--- src/rtl/ble_rx_dma.sv ---
// ble_rx_dma: queues bytes from uart_rx in a small FIFO and writes each one into a
// ring region of servant_ram through a Wishbone-style master port while the CPU bus is idle.
module ble_rx_dma #(
   parameter int unsigned BITS   = 8,
   parameter int unsigned DEPTH  = 8,
   parameter logic [31:0] ADR_LL = 32'h00C0_0000,
   parameter logic [31:0] ADR_UL = 32'h00C1_0000
) (
   input  logic                     i_wb_clk,
   input  logic                     i_wb_rst_n,
   input  logic [BITS-1:0]          i_rx_dat,
   input  logic                     i_rx_done,
   input  logic                     i_cpu_cyc,
   output logic [31:0]              o_wb_adr,
   output logic [31:0]              o_wb_dat,
   output logic [3:0]               o_wb_sel,
   output logic                     o_wb_cyc,
   output logic                     o_wb_we,
   input  logic                     i_wb_ack,
   output logic                     o_grant,
   output logic [$clog2(DEPTH):0]   o_count,
   output logic                     o_empty,
   output logic                     o_full,
   output logic                     o_overflow,
   input  logic                     i_ovf_clr
);

   localparam int unsigned AW = $clog2(DEPTH);

   if (BITS > 32 || BITS == 0) begin : g_bad_bits
      $error("ble_rx_dma: BITS must be in 1..32");
   end
   if (DEPTH < 2 || (DEPTH & (DEPTH - 1)) != 0) begin : g_bad_depth
      $error("ble_rx_dma: DEPTH must be a power of two >= 2");
   end

   typedef enum logic {
      ST_IDLE,
      ST_REQ
   } state_t;

   state_t            state_q, state_d;
   logic [BITS-1:0]   mem [DEPTH];
   logic [AW-1:0]     wr_ptr_q, rd_ptr_q;
   logic [AW:0]       count_q;
   logic [31:0]       ring_q;
   logic              ovf_q;
   logic              empty, full, pop, push_ok, push_drop;

   assign empty     = (count_q == '0);
   assign full      = (count_q == (AW+1)'(DEPTH));
   assign pop       = (state_q == ST_REQ) && i_wb_ack;
   // A pop in the same cycle frees the slot, so a push onto a full FIFO still lands.
   assign push_ok   = i_rx_done && (!full || pop);
   assign push_drop = i_rx_done && !push_ok;

   // NOTE: the storage array is deliberately not reset; count/pointers define validity.
   always_ff @(posedge i_wb_clk) begin
      if (push_ok) mem[wr_ptr_q] <= i_rx_dat;
   end

   always_ff @(posedge i_wb_clk or negedge i_wb_rst_n) begin
      if (!i_wb_rst_n) begin
         wr_ptr_q <= '0;
         rd_ptr_q <= '0;
         count_q  <= '0;
      end else begin
         if (push_ok) wr_ptr_q <= wr_ptr_q + 1'b1;
         if (pop)     rd_ptr_q <= rd_ptr_q + 1'b1;
         case ({push_ok, pop})
            2'b10:   count_q <= count_q + 1'b1;
            2'b01:   count_q <= count_q - 1'b1;
            default: count_q <= count_q;
         endcase
      end
   end

   always_ff @(posedge i_wb_clk or negedge i_wb_rst_n) begin
      if (!i_wb_rst_n) begin
         ring_q <= ADR_LL;
      end else if (pop) begin
         ring_q <= (ring_q == ADR_UL) ? ADR_LL : ring_q + 32'd4;
      end
   end

   // Set wins over clear so a drop coinciding with a clear is never lost.
   always_ff @(posedge i_wb_clk or negedge i_wb_rst_n) begin
      if (!i_wb_rst_n) begin
         ovf_q <= 1'b0;
      end else if (push_drop) begin
         ovf_q <= 1'b1;
      end else if (i_ovf_clr) begin
         ovf_q <= 1'b0;
      end
   end

   always_ff @(posedge i_wb_clk or negedge i_wb_rst_n) begin
      if (!i_wb_rst_n) state_q <= ST_IDLE;
      else             state_q <= state_d;
   end

   // NOTE: defaults first so every path assigns state_d and no latch is inferred.
   always_comb begin
      state_d = state_q;
      case (state_q)
         ST_IDLE: if (!empty && !i_cpu_cyc) state_d = ST_REQ;
         ST_REQ:  if (i_wb_ack)             state_d = ST_IDLE;
         default:                           state_d = ST_IDLE;
      endcase
   end

   always_comb begin
      o_wb_dat             = '0;
      o_wb_dat[BITS-1:0]   = mem[rd_ptr_q];
   end

   assign o_wb_cyc   = (state_q == ST_REQ);
   assign o_wb_we    = o_wb_cyc;
   assign o_grant    = o_wb_cyc;
   assign o_wb_sel   = {4{o_wb_cyc}};
   assign o_wb_adr   = ring_q;
   assign o_count    = count_q;
   assign o_empty    = empty;
   assign o_full     = full;
   assign o_overflow = ovf_q;

endmodule

--- config.mk ---
export PLATFORM = sky130hd
export DESIGN_NAME = ble_rx_dma
export DESIGN_NICKNAME = d
export VERILOG_FILES = /design/src/rtl/ble_rx_dma.sv
export SDC_FILE = /design/constraint.sdc
export NUM_CORES = 1
export LEC_CHECK = 0
export CAP_MARGIN = 20
export CORE_MARGIN = 8
export CORE_UTILIZATION = 40
export DETAILED_ROUTE_END_ITERATION = 6
export PLACE_DENSITY_LB_ADDON = 0.15
export SLEW_MARGIN = 10
export SYNTH_ARGS = -nofsm -noshare
export SYNTH_HDL_FRONTEND = slang
export SYNTH_SLANG_ARGS = --single-unit
--- constraint.sdc ---
create_clock -name i_wb_clk -period 4.4 [get_ports i_wb_clk]
set_clock_uncertainty 0.2 [all_clocks]
set_input_delay 0.66 -clock i_wb_clk [delete_from_list [all_inputs] [get_ports i_wb_clk]]
set_output_delay 0.66 -clock i_wb_clk [all_outputs]
set_load 0.02 [all_outputs]
==> flow_summary.ini <==
[setup_path]
rr_endpoint = mem[7][2]
cp_max_fo = 12
rr_worst_depth = 5
crit_path_end_kind = primary output
crit_start = rd_ptr_q[0]
reg2reg_from = o_grant
r2r_slack_ps = 1910
criticalPathCategory = reg2out
cp.arrival_ps = 2570
cp.required_ps = 3540
startpoint_type = flop

[timing]
finalHoldViolCount = 0
finalSetupTns_ps = 0
setup_violations = 0
fin_crit_sh_pct = 77.93
period_minus_slack_ps = 3429
tightest_slew_ps = 959.6
rsz0062_at_grt = no
fmax_mhz = 291.6
drv_slew = 0
slew-limit-headroom_pct = 36.03

[power_and_ir_drop]
switchingPower_uw = 1052
seqPwrFrac_pct = 42.3
p_per_area_mw_per_mm2 = 573.2
leakagePower_uw = 0.002200
comb_power_share_pct = 31.9
clkPwrFrac_pct = 25.9
power_uw = 3334
ir_worst_vdd_uv = 244.2
internal_power_uw = 2282
p_sw_share_pct = 31.56

[clock_network]
clock-sinks = 106
clock_latency_ps = 340
clk_pin_slew_ps = 70
clockBufferDepth = 2
post_cts_resized = 0
root_buffer = clkbuf_16
cts_tree = done
cts_made_buffers = 9
cts_max_level = 3
holdBufCountCts = 0
cts_setup_buffers = 0

[layout]
antenna_cells = 0
utilization_pct = 49.04
drive_gt1_share_pct = 15.56
area_delta_synth_final_pct = 21.45
final_cells = 552
finalNetCount = 419

[routing]
wirelength_um = 9822
via_count = 2752
routedWlPerCell_um = 17.79
first_pass_iters = 4
drc = 0
ant_nets = 0
drtIter0Drc = 154
viasPerCell = 4.986

[logic_synthesis]
ys_warn_count = 0
synthMuxAreaShare_pct = 9.404
synth.most_common_cell = edfxtp_1
yosys-top-cells-area = edfxtp_1 40%, dfrtp_1 21%, mux4_2 7.5%, xnor2_1 5.3%, buf_4 5.0%
postSynthAreaPerCell_um2 = 14.51
synth_compound_area_share_pct = 1.803
synth_top_area_share_pct = 40.13
synthArstFlopShare_pct = 39.62
synth_edf_count = 64
synth_commonest_cells = 64 x edfxtp_1, 40 x dfrtp_1, 32 x buf_4
synth_top_area_cell = edfxtp_1
yosys.area_share.simple_pct = 12.67
synth_xor_area_share_pct = 6.217
ys.flop_type = edfxtp_1
ys_seq_elements = 106
synthAdderAreaFrac_pct = 1.306
yosysSeqAreaShare_pct = 62.12
synth_top_family_by_area = simple AND/OR/NAND/NOR gates
syn-instance-count = 330
ys_types = 44
synthesis.area_mm2 = 0.004790

[placement]
io_buffers = 65
gp_congestion = 0.7411
dpl.cell_count = 536
dp_hpwl_um = 6840

[run_status]
status = completed

[grt]
grt_pass1_wl_um = 15930
grt_pass1_vias = 2898
gr-total-overflow = 0
groute.usage.overall_pct = 12.98
globalRouteMet3Util_pct = 5.652
grt.met2_usage_pct = 21.36
grtUsageMet1_pct = 15.09
grt_busiest_layer = met2
antenna_found_initial = 0
grt_max_degree = 43

[die]
fp.dieH_um = 125.4
fp.coreArea_mm2 = 0.01186
pin_count = 92
start_util_pct = 40.38
placementRows = 40
die_w_um = 125.4
dieArea_mm2 = 0.01573

[min_path]
min_path_type = in2async

[flow_run]
maxCapViolations = 0
==> how the worst max path moves through the flow <==
stage	to	cells after the start
6_report	o_wb_dat[5]	4
5_1_grt	o_wb_dat[5]	4
4_1_cts	o_wb_dat[5]	4
3_5_place_dp	mem[7][5]	6
3_3_place_gp	o_wb_dat[5]	4
2_1_floorplan	mem[0][0]	4
==> critical path: stages (launching register included) <==
cell and delay [ps]:
dfrtp_1 550, buf_4 320, mux4_2 520, mux2_2 280
clkdlybuf4s50_1 550
==> per-layer routing <==
metal  vias up  routed length, um
met5         -                  0
met4         0                110
met3         9                628
met2        58               4807
met1      1379               4276
li1       1306                  -
==> registers in the layout (all words and copies together), names as in the netlist <==
| register | count |
|---|---|
| wr_ptr_q | 3 |
| rd_ptr_q | 3 |
| o_grant | 1 |
| o_overflow | 1 |
| mem | 64 |
| o_count | 4 |
| o_wb_adr | 30 |
==> placed cells by master (no fill, tap or decap), types with 3 or more instances in the layout <==
cell type,n
clkdlybuf4s50_1,64
edfxtp_1,64
dfrtp_1,40
nand2_1,29
xnor2_1,29
conb_1,26
mux4_2,16
nand4_1,13
nor2_1,12
nand3_1,9
clkbuf_16,9
buf_4,9
mux2_2,8
nor3_1,8
nor4_1,8
inv_1,5
xor2_1,5
and3_1,5
ha_1,5
nor4_4,3
==> kinds of logic (layout without fill, tap and decap cells) <==
group                    after synthesis  after routing
flip-flops                           106            106
AND/OR/NAND/NOR                      102            102
buffers and inverters                 45             95
XOR/XNOR                              34             34
multiplexers                          24             24
AO/OA/AOI/OAI                         13             13
adder cells (fa/ha/maj)                5              5
other                                  1             26
==> cell type report <==
class                      count  area [um2]
fill                        1058        6045
sequential                   106        2975
multi-input combinational    204        1602
timing repair buffer          74       713.2
clock buffer                   9       225.2
tap                          147       183.9
clock inverter                 7       98.84
inverter                       5       18.77
==> power groups by stage <==
stage / logic, uW / clock network [uW] / registers (uW)
after global placement: 1080 / 0 / 1430
after floorplan: 732 / 0 / 1390
final: 1060 / 863 / 1410
after CTS: 1090 / 895 / 1410
after detailed placement: 1080 / 0 / 1430
after global routing: 1160 / 928 / 1440
==> stage by stage <==
| stage | area (um2) | hold WS [ps] | setup WS, ps |
|---|---|---|---|
| after floorplan | 4883 | 164.4 | 1746 |
| after global placement | 5493 | 296.7 | 1295 |
| after detailed placement | 5493 | 306.7 | 1250 |
| after CTS | 5817 | 307.1 | 903.5 |
| after global routing | 5817 | 335.3 | 831.4 |
| final | 5817 | 269.9 | 970.9 |
Note: power is estimated with default switching activity, not from simulation.
